===== src/rtl/alu_issue_control_if.sv =====
// Issue, ALU and debug signal bundle for alu_issue_control.
// The opCount signal exists only when ALU_ISSUE_OPCOUNT_EN is defined.
interface alu_issue_control_if #(
    parameter int BITS  = 8,
    parameter int ALUOP = 4
);
    logic             instrValid;
    logic             instrReady;
    logic [15:0]      instrWord;
    logic [ALUOP-1:0] aluFunction;
    logic [BITS-1:0]  vectorA;
    logic [BITS-1:0]  vectorB;
    logic             inputCarry;
    logic [BITS-1:0]  aluResult;
    logic             zero;
    logic             overflow;
    logic             outputCarry;
    logic             doneValid;
    logic [BITS-1:0]  doneResult;
    logic [3:0]       statusFlags;
    logic [2:0]       dbgAddr;
    logic [BITS-1:0]  dbgData;
`ifdef ALU_ISSUE_OPCOUNT_EN
    logic [15:0]      opCount;
`endif

    modport slave (
        input  instrValid, instrWord, aluResult, zero, overflow, outputCarry, dbgAddr,
        output instrReady, aluFunction, vectorA, vectorB, inputCarry,
               doneValid, doneResult, statusFlags, dbgData
`ifdef ALU_ISSUE_OPCOUNT_EN
        , output opCount
`endif
    );

    modport master (
        output instrValid, instrWord, aluResult, zero, overflow, outputCarry, dbgAddr,
        input  instrReady, aluFunction, vectorA, vectorB, inputCarry,
               doneValid, doneResult, statusFlags, dbgData
`ifdef ALU_ISSUE_OPCOUNT_EN
        , input opCount
`endif
    );
endinterface


===== src/rtl/alu_issue_control.sv =====
// Issue controller for the combinational ALU: accepts operation words, owns the register file and flags.
// Optional retired-operation counter (opCount) enabled by ALU_ISSUE_OPCOUNT_EN.
//
// state | meaning
// IDLE  | ready for an operation word; operands sampled at the accept edge
// EXEC  | operands presented to the ALU; writeback and flags at the closing edge
// DONE  | one-cycle retire pulse; ALU outputs parked at 0
module alu_issue_control #(
    parameter int BITS  = 8,
    parameter int ALUOP = 4,
    parameter int REGS  = 8
) (
    input logic clock,
    input logic reset,
    alu_issue_control_if.slave bus
);
    localparam logic [1:0] IDLE = 2'd0;
    localparam logic [1:0] EXEC = 2'd1;
    localparam logic [1:0] DONE = 2'd2;

    logic [1:0]       state;
    logic [ALUOP-1:0] opReg;
    logic [2:0]       rdReg;
    logic [BITS-1:0]  opA;
    logic [BITS-1:0]  opB;
    logic [BITS-1:0]  regFile [REGS];
    logic             illegalFlag;
    logic             carryFlag;
    logic             overflowFlag;
    logic             zeroFlag;
    logic [BITS-1:0]  doneResultReg;

    logic [ALUOP-1:0] wordOp;
    logic [2:0]       wordRd;
    logic [2:0]       wordRsA;
    logic [2:0]       wordRsB;
    logic             wordUseImm;
    logic [4:0]       wordImm;
    logic             accept;
    logic             execActive;
    logic             legalOp;

    assign wordOp     = bus.instrWord[15:12];
    assign wordRd     = bus.instrWord[11:9];
    assign wordRsA    = bus.instrWord[8:6];
    assign wordUseImm = bus.instrWord[5];
    assign wordImm    = bus.instrWord[4:0];
    assign wordRsB    = bus.instrWord[2:0];

    assign accept     = (state == IDLE) && bus.instrValid;
    assign execActive = (state == EXEC);
    assign legalOp    = (opReg != '0) && (opReg <= ALUOP'(11));

    always_ff @(posedge clock or posedge reset) begin
        if (reset) begin
            state         <= IDLE;
            opReg         <= '0;
            rdReg         <= '0;
            opA           <= '0;
            opB           <= '0;
            illegalFlag   <= 1'b0;
            carryFlag     <= 1'b0;
            overflowFlag  <= 1'b0;
            zeroFlag      <= 1'b0;
            doneResultReg <= '0;
            for (int i = 0; i < REGS; i++) begin
                regFile[i] <= '0;
            end
        end else begin
            case (state)
                IDLE: begin
                    if (accept) begin
                        opReg <= wordOp;
                        rdReg <= wordRd;
                        opA   <= regFile[wordRsA];
                        opB   <= wordUseImm ? BITS'(wordImm) : regFile[wordRsB];
                        state <= EXEC;
                    end
                end
                EXEC: begin
                    if (legalOp) begin
                        // r0 stays hard zero; the retire value still reports the ALU result
                        if (rdReg != 3'd0) begin
                            regFile[rdReg] <= bus.aluResult;
                        end
                        doneResultReg <= bus.aluResult;
                        zeroFlag      <= bus.zero;
                        overflowFlag  <= bus.overflow;
                        if (opReg == ALUOP'(1)) begin
                            carryFlag <= bus.outputCarry;
                        end
                    end else begin
                        illegalFlag   <= 1'b1;
                        doneResultReg <= '0;
                    end
                    state <= DONE;
                end
                DONE:    state <= IDLE;
                default: state <= IDLE;
            endcase
        end
    end

`ifdef ALU_ISSUE_OPCOUNT_EN
    logic [15:0] opCountReg;

    always_ff @(posedge clock or posedge reset) begin
        if (reset) begin
            opCountReg <= '0;
        end else if (execActive) begin
            opCountReg <= opCountReg + 16'd1;
        end
    end

    assign bus.opCount = opCountReg;
`endif

    assign bus.instrReady  = (state == IDLE);
    assign bus.doneValid   = (state == DONE);
    assign bus.doneResult  = doneResultReg;
    assign bus.statusFlags = {illegalFlag, carryFlag, overflowFlag, zeroFlag};
    assign bus.aluFunction = execActive ? opReg : '0;
    assign bus.vectorA     = execActive ? opA : '0;
    assign bus.vectorB     = execActive ? opB : '0;
    assign bus.inputCarry  = execActive & carryFlag;
    assign bus.dbgData     = regFile[bus.dbgAddr];
endmodule


===== src/flat_wrapper.sv =====
// flat-port wrapper written by rule: the top's interface ports become plain ports
module alu_issue_control_flat 
#(
    parameter int BITS  = 8,
    parameter int ALUOP = 4,
    parameter int REGS  = 8
)
  (clock, reset, bus_instrValid, bus_instrWord, bus_aluResult, bus_zero, bus_overflow, bus_outputCarry, bus_dbgAddr, bus_instrReady, bus_aluFunction, bus_vectorA, bus_vectorB, bus_inputCarry, bus_doneValid, bus_doneResult, bus_statusFlags, bus_dbgData);
  alu_issue_control_if #(.BITS(BITS), .ALUOP(ALUOP)) bus_i ();
  input logic clock;
  input logic reset;
  input wire logic [$bits(bus_i.instrValid)-1:0] bus_instrValid;
  input wire logic [$bits(bus_i.instrWord)-1:0] bus_instrWord;
  input wire logic [$bits(bus_i.aluResult)-1:0] bus_aluResult;
  input wire logic [$bits(bus_i.zero)-1:0] bus_zero;
  input wire logic [$bits(bus_i.overflow)-1:0] bus_overflow;
  input wire logic [$bits(bus_i.outputCarry)-1:0] bus_outputCarry;
  input wire logic [$bits(bus_i.dbgAddr)-1:0] bus_dbgAddr;
  output wire logic [$bits(bus_i.instrReady)-1:0] bus_instrReady;
  output wire logic [$bits(bus_i.aluFunction)-1:0] bus_aluFunction;
  output wire logic [$bits(bus_i.vectorA)-1:0] bus_vectorA;
  output wire logic [$bits(bus_i.vectorB)-1:0] bus_vectorB;
  output wire logic [$bits(bus_i.inputCarry)-1:0] bus_inputCarry;
  output wire logic [$bits(bus_i.doneValid)-1:0] bus_doneValid;
  output wire logic [$bits(bus_i.doneResult)-1:0] bus_doneResult;
  output wire logic [$bits(bus_i.statusFlags)-1:0] bus_statusFlags;
  output wire logic [$bits(bus_i.dbgData)-1:0] bus_dbgData;
  assign bus_i.instrValid = bus_instrValid;
  assign bus_i.instrWord = bus_instrWord;
  assign bus_i.aluResult = bus_aluResult;
  assign bus_i.zero = bus_zero;
  assign bus_i.overflow = bus_overflow;
  assign bus_i.outputCarry = bus_outputCarry;
  assign bus_i.dbgAddr = bus_dbgAddr;
  assign bus_instrReady = bus_i.instrReady;
  assign bus_aluFunction = bus_i.aluFunction;
  assign bus_vectorA = bus_i.vectorA;
  assign bus_vectorB = bus_i.vectorB;
  assign bus_inputCarry = bus_i.inputCarry;
  assign bus_doneValid = bus_i.doneValid;
  assign bus_doneResult = bus_i.doneResult;
  assign bus_statusFlags = bus_i.statusFlags;
  assign bus_dbgData = bus_i.dbgData;
  alu_issue_control #(.BITS(BITS), .ALUOP(ALUOP), .REGS(REGS)) u_core (.clock(clock), .reset(reset), .bus(bus_i));
endmodule

===== config.mk =====
export PLATFORM = sky130hd
export DESIGN_NAME = alu_issue_control_flat
export DESIGN_NICKNAME = d
export VERILOG_FILES = /design/src/rtl/alu_issue_control_if.sv /design/src/rtl/alu_issue_control.sv /design/src/flat_wrapper.sv
export SDC_FILE = /design/constraint.sdc
export NUM_CORES = 1
export LEC_CHECK = 0
export ABC_AREA = 1
export BUFFER_PORTS_ARGS = -buffer_cell sky130_fd_sc_hd__buf_4
export CAP_MARGIN = 20
export CORE_UTILIZATION = 35
export CTS_CLUSTER_SIZE = 20
export DETAILED_ROUTE_END_ITERATION = 10
export SLEW_MARGIN = 25
export SYNTH_ARGS = -nofsm -noshare
export SYNTH_HDL_FRONTEND = slang
export SYNTH_SLANG_ARGS = --single-unit

===== constraint.sdc =====
create_clock -name clock -period 3.54 [get_ports clock]
set_input_delay 0.354 -clock clock [delete_from_list [all_inputs] [get_ports clock]]
set_output_delay 0.354 -clock clock [all_outputs]
set_load 0.02 [all_outputs]

# ---- Word-level counts from Yosys, hierarchy flattened
# Index checks and enable logic that the tools add are counted.
dict set report totals {
  reg_bits 101
  inputBits 33
  output_inout_bits 43
  wordCells 64
}
dict set report op_classes {
  order_cmp 6
  n_eq_ne 4
  muxes 19
  bitwise 6
  reduce_logical 11
}
# op n
set ops {}
lappend ops {{$mux W8} 11}
lappend ops {{$bmux W8 S3} 3}
lappend ops {{$bwmux W64} 1}
lappend ops {{$demux W8 S3} 1}
lappend ops {{$ge A4 B4 Y1 const B} 4}
lappend ops {{$not A3 Y4} 4}
lappend ops {{$reduce_and A2 Y1} 3}
lappend ops {{$reduce_and A3 Y1} 2}
lappend ops {{$eq A4 B1 Y1 const B} 1}
lappend ops {{$le A4 B4 Y1 const B} 1}
lappend ops {{$lt A4 B1 Y1 const B} 1}
lappend ops {{$mux W4} 1}
lappend ops {{$pmux W2 S2} 1}
lappend ops {{$reduce_bool A4 Y1} 1}
lappend ops {{$logic_and A1 B1 Y1} 3}
lappend ops {{$reduce_bool A3 Y1} 1}
lappend ops {{$eq A2 B1 Y1 const B} 1}
lappend ops {{$eq A2 B2 Y1 const B} 1}
lappend ops {{$logic_not A2 Y1} 1}
lappend ops {{$mux W2} 1}
lappend ops {{$ne A2 B1 Y1 const B} 1}
lappend ops {{$and A1 B1 Y1} 1}
lappend ops {{$not A1 Y1} 1}

# ---- Logic depth before layout (Yosys ltp)
# Gate-level depths: netlist (run 1).
dict set report logic_depth {
  ltp_word 6
  mapped_depth 8
  mapped_depth_nobuf 7
}

# ---- Worst setup path after synthesis (run 1)
# No wires, ideal clock.
dict set report synth_path {
  path_kind {input to output}
  startpoint {input port bus_dbgAddr[0]}
  endpoint {output port bus_dbgData[5]}
  arrival_time_ns 1.221
  t_required_ns 3.186
  setup_slack_ns 1.965
  stages 6
  n_path_buf 1
  cell_sequence {clkinv_1 > clkbuf_1 > a21oi_1 > o21ai_0 > nand3_1 > and2_1}
}
dict set report synth_between {
  elab_chain_len 4
}
# item line
set synth_rtl {}
lappend synth_rtl {{start, declared} flat_wrapper.sv:18} ;# input wire logic [$bits(bus_i.dbgAddr)-1:0] bus_dbgAddr;
lappend synth_rtl {{$not A3 Y4 (not written as such)} alu_issue_control.sv:126} ;# assign bus.dbgData = regFile[bus.dbgAddr];
lappend synth_rtl {{$bmux W8 S3} alu_issue_control.sv:126}
lappend synth_rtl {{$mux W8 (not written as such) (2 in a row)} alu_issue_control.sv:126}
lappend synth_rtl {{end, declared} flat_wrapper.sv:27} ;# output wire logic [$bits(bus_i.dbgData)-1:0] bus_dbgData;
# No other way between the ends. The select of a mux whose other input is x is not followed.

# ---- Worst setup path in the final report (run 1)
dict set report layout_path {
  startpoint {input port bus_dbgAddr[0]}
  endpoint {output port bus_dbgData[3]}
}
# Same word-level chain as after synthesis.

==> qor.txt, run 1 <==
Max Fclk: 0.403 GHz
FP Rows: 47
Unrepaired setup endpoints after global routing: no
CP startpoint kind: input pin
Chip height: 132 um
Final setup fails: 0
Worst setup EP type: output pin
Synth top area cells: dfrtp_1 (43%), nand2_1 (20%), nand3_1 (7.4%), inv_1 (5.5%), o21ai_0 (4.5%)
CP peak stage delay: 0.62 ns
Worst Path Required: 3.19 ns
Total CTS buffers: 9
Hold_buf cts: 0
Vias in the first global route: 5127
Relative max-transition margin: 0.493
Congestion Overflow GR: 0
IO buf count: 75
Measured slew at the worst slew-check pin: 0.761 ns
Worst-path cell chain: buf_4 > clkinv_1 > a21oi_1 > o21ai_0 > nand3_1 > and2_1 > buf_4
Final HPWL DP: 13.6 mm
Synth warn: 0
Area delta synth->final: 15.2%
CP top delay family: buffers and inverters
Power Total: 4810 uW
Initial DRC count: 625
CP Data Arrival Time: 2.13 ns
Share of the clock period used by the worst path: 0.701
Initial antenna violation count: 0
Wire per inst: 17.5 um
Net Count, Synth: 892
ANT nets after route: 0
Hold WS: 0.114 ns
Number of synthesized register bits: 101
P_leak: 0.00351 uW
Total Wirelength: 19.6 mm
Commonest cells post-synth: nand2_1 (310), dfrtp_1 (101), nand3_1 (87)
Routed vias: 5707
DP Cell Count: 1104
DR vias/cell: 5.10
Clk slew on worst S/H paths: 0.07 ns
Io pins: 76
CTS tree: yes
Most numerous cell in the Yosys netlist: nand2_1
Initial DRT Pass Iterations: 5
Layout cells sized above 1: 0.130
Post-synthesis instance area: 5890 sq um
Period minus WS final: 2.48 ns
Drt drc: 0
Clock sink count: 101
Setup Skew: 0.0103 ns
Yosys top cell by area: dfrtp_1
WP buf/inv: 3
Largest net degree at the start of global routing: 60
Die width: 132 um
H-Tree Depth: 3
PwrDens: 709 nW/um^2
Max Transition Viols Final: 0
Yosys cell types: 28
Placer congestion estimate: 0.934
Ant diodes: 0
Status: finished clean
Clk Latency, worst-skew pair: 0.36 ns
Commonest register cell after synthesis: dfrtp_1
Post-cts sizing count: 0
Critical path type: input pin to output pin
Hold Violations, Final: 0
Seq/Total Area, Yosys: 0.429
Syn avg cell area: 6.85 sq um
Initial core utilization: 0.356
All-Layer GR Usage: 0.233
DIE AREA: 17300 sq um
Worst IR drop on VDD: 0.318 mV
Nets: 928
Class of the worst hold path: input pin to async pin
Synth top area share: 0.429
CP Max Fanout: 38
Fill cells: 1767
Post-Synthesis Cells: 859
Most frequent CP cell: buf_4
Post-synth ARST share: 1.00
Max cap viols: 0
Post-synth EDFFs: 0
Final cell count without fillers: 1120
Slowest cell on crit path: clkinv_1
Bufs on Longest Clock Path: 2
Post-CTS Setup Inserts: 0
Root Buffer: clkbuf_16
Core footprint: 16500 sq um
Setup TNS: 0 ns
Global-route wire length before repair: 30.5 mm
==> flip-flops by register name, indices dropped and copies added (netlist names) <==
signal / flops
u_core.opReg: 4
u_core.opA: 8
u_core.illegalFlag: 1
u_core.state: 2
u_core.rdReg: 3
u_core.overflowFlag: 1
u_core.carryFlag: 1
u_core.zeroFlag: 1
u_core.opB: 8
u_core.regFile: 64
u_core.bus.doneResult: 8
==> cell usage in the layout, fill, tap and decap left out, drive strengths merged, types with 5 or more instances in the layout <==
master | Yosys | routed
nand3 | 88 | 88
o21ai | 77 | 77
and2 | 5 | 5
buf | 27 | 77
nor2 | 70 | 70
a21oi | 30 | 30
nand4 | 8 | 8
clkbuf | 25 | 10
dfrtp | 101 | 101
o211ai | 13 | 13
nor3 | 8 | 8
nand2 | 313 | 313
inv | 89 | 91
==> through the flow <==
stage                     area (sq um)  worst slack (ns)   util
final                             6780              1.06  0.410
after global routing              6780             0.841  0.410
after CTS                         6780              1.09  0.410
after detailed placement          6480              1.15  0.392
after global placement            6480              1.18  0.392
after floorplan                   5890             0.539      -
==> path summary, 6_finish.rpt <==
kind	from	endpoint	slack (ns)	cells after the start
max in group asynchronous	reset	u_core.opReg[0]	2.59	3
min reg2reg	u_core.regFile[59]	u_core.regFile[59]	0.44	0
min in group clock	bus_zero	u_core.zeroFlag	0.19	3
max	bus_dbgAddr[0]	bus_dbgData[3]	1.06	7
min	reset	u_core.zeroFlag	0.11	2
max reg2reg	u_core.state[1]	u_core.regFile[47]	1.35	6
==> power breakdown <==
part	switching, uW	leakage [uW]	internal (uW)
logic	1100	0.00216	632
clock network	480	0.000143	555
registers	433	0.00120	1610
==> kinds of logic after synthesis <==
family | count (synthesis) | synth area share
compound gates | 122 | 0.115
buf+inv | 143 | 0.102
flops | 101 | 0.429
simple gates | 493 | 0.354
==> layer usage <==
| layer | part of all wire | global-route usage | up-vias | routed length, um |
|---|---|---|---|---|
| li1 | - | - | 2786 | - |
| met5 | 0 | 0 | - | 0 |
| met2 | 0.44 | 0.345 | 268 | 8530 |
| met1 | 0.45 | 0.335 | 2622 | 8860 |
| met4 | 0.026 | 0.0743 | 0 | 511 |
| met3 | 0.085 | 0.0513 | 31 | 1670 |
==> final cells by class <==
cell class                 count  area [sq um]  area share
multi-input combinational    615          2760       0.407
inverter                      91           344      0.0507
tap                          220           275      0.0406
clock buffer                  10           229      0.0338
clock inverter                 6          68.8      0.0101
sequential                   101          2530       0.373
timing repair buffer          77           578      0.0852
Note: power is estimated with default switching activity, not from simulation.
==> inputs of run 2 (changes only) <==
clock period = 2.3 ns   (was 3.54 ns; I/O delays follow)
==> qor.txt, run 2 (synthesized netlist as in run 1, its figures left out) <==
Status: finished clean
Worst R2R Path Depth: 6
Post-CTS Setup Inserts: 0
CP Data Arrival Time: 1.58 ns
Setup Skew: 0.0105 ns
Clk slew on worst S/H paths: 0.08 ns
Final HPWL DP: 13.8 mm
Commonest cells after routing, fill and taps aside: nand2_1 (310), dfrtp_1 (101), nand3_1 (87), inv_1 (85), buf_4 (77)
Worst setup EP type: output pin
Total Wirelength: 19.2 mm
Vias in the first global route: 5173
Clk Latency, worst-skew pair: 0.37 ns
Die width: 132 um
Worst-path cell chain: inv_1 > a21oi_1 > o21ai_0 > nand3_1 > and2_1 > buf_4
Max Transition Viols Final: 0
P_leak: 0.00350 uW
Max cap viols: 0
Io pins: 76
All-Layer GR Usage: 0.232
Hold_buf cts: 0
WP buf/inv: 2
Commonest non-fill, non-tap cell in the layout: nand2_1
Unrepaired setup endpoints after global routing: no
Initial DRC count: 533
Root Buffer: clkbuf_16
Slowest cell on crit path: dfrtp_1
Core footprint: 16500 sq um
CP Max Fanout: 3
DR vias/cell: 5.03
CP peak stage delay: 0.38 ns
Hold WS: 0.0156 ns
Setup TNS: 0 ns
Worst IR drop on VDD: 0.541 mV
Crit Reg-Reg Startpoint: u_core.state[0]
Final setup fails: 0
RR Endpoint: u_core.opB[3]
FP Rows: 47
Period minus WS final: 1.81 ns
Share of the clock period used by the worst path: 0.787
Initial DRT Pass Iterations: 5
Clock sink count: 101
Relative max-transition margin: 0.620
Max Fclk: 0.552 GHz
Ant diodes: 0
Critical path type: flop to output pin
Initial antenna violation count: 0
Global-route wire length before repair: 30.4 mm
CP startpoint: u_core.regFile[19]
IO buf count: 75
Initial core utilization: 0.356
Number of flip-flops in the largest register: 64
Post-cts sizing count: 0
Chip height: 132 um
Layout cells sized above 1: 0.131
H-Tree Depth: 3
Area delta synth->final: 15.3%
Power Total: 7440 uW
CP startpoint kind: flop
Placer congestion estimate: 0.995
Drt drc: 0
Class of the worst hold path: input pin to async pin
DIE AREA: 17300 sq um
Congestion Overflow GR: 0
Worst Path Required: 2.07 ns
Largest Register: u_core.regFile
Routed vias: 5634
CP top delay family: flip-flops
Measured slew at the worst slew-check pin: 0.569 ns
Largest net degree at the start of global routing: 102
CTS tree: yes
Worst reg-to-reg setup slack: 0.58 ns
Bufs on Longest Clock Path: 2
Nets: 929
ANT nets after route: 0
Hold Violations, Final: 0
PwrDens: 1100 nW/um^2
Wire per inst: 17.2 um
Total CTS buffers: 9
[run 2: cell count changes in the layout (fill, tap and decap cells not counted), sizes merged]
cell      change
buf           +1
clkbuf        -1
clkinvlp      +1
bufinv        -1
[run 2: routing by layer]
| metal | track usage | up-vias | part of all wire |
|---|---|---|---|
| li1 | - | 2792 | - |
| met1 | 0.344 | 2566 | 0.47 |
| met2 | 0.324 | 245 | 0.42 |
| met3 | 0.0556 | 31 | 0.088 |
| met4 | 0.0859 | 0 | 0.027 |
| met5 | 0 | - | 0 |
[run 2: through the flow]
step,cell area (sq um),setup WS [ns],std cells,util
floorplan,5890,0.837,859,-
global placement,6510,0.603,1105,0.394
detailed placement,6510,0.573,1105,0.394
CTS,6790,0.512,1120,0.411
global route,6790,0.357,1120,0.411
finish,6790,0.490,1120,0.411
[run 2: cell type report]
cell class	instances	area, sq um
sequential	101	2530
multi-input combinational	615	2760
fill	1760	9740
inverter	91	345
timing repair buffer	78	598
clock buffer	9	225
tap	220	275
clock inverter	6	56.3
[run 2: worst max path at each step]
| stage | to | slack [ns] | depth (start not counted) |
|---|---|---|---|
| floorplan | u_core.opReg[3] | 0.84 | 5 |
| global placement | bus_dbgData[7] | 0.60 | 8 |
| detailed placement | u_core.opB[3] | 0.57 | 6 |
| CTS | bus_dbgData[5] | 0.51 | 6 |
| global route | u_core.opB[4] | 0.36 | 6 |
| finish | bus_dbgData[3] | 0.49 | 6 |
[run 2: worst min-delay path, delay by kind of cell]
| kind | cells | cell delay [ns] |
|---|---|---|
| buffers and inverters | 3 | 0.60 |
[run 2: report_power, final]
group	switching (uW)	internal, uW
registers	753	2470
clock network	725	750
logic	1760	979
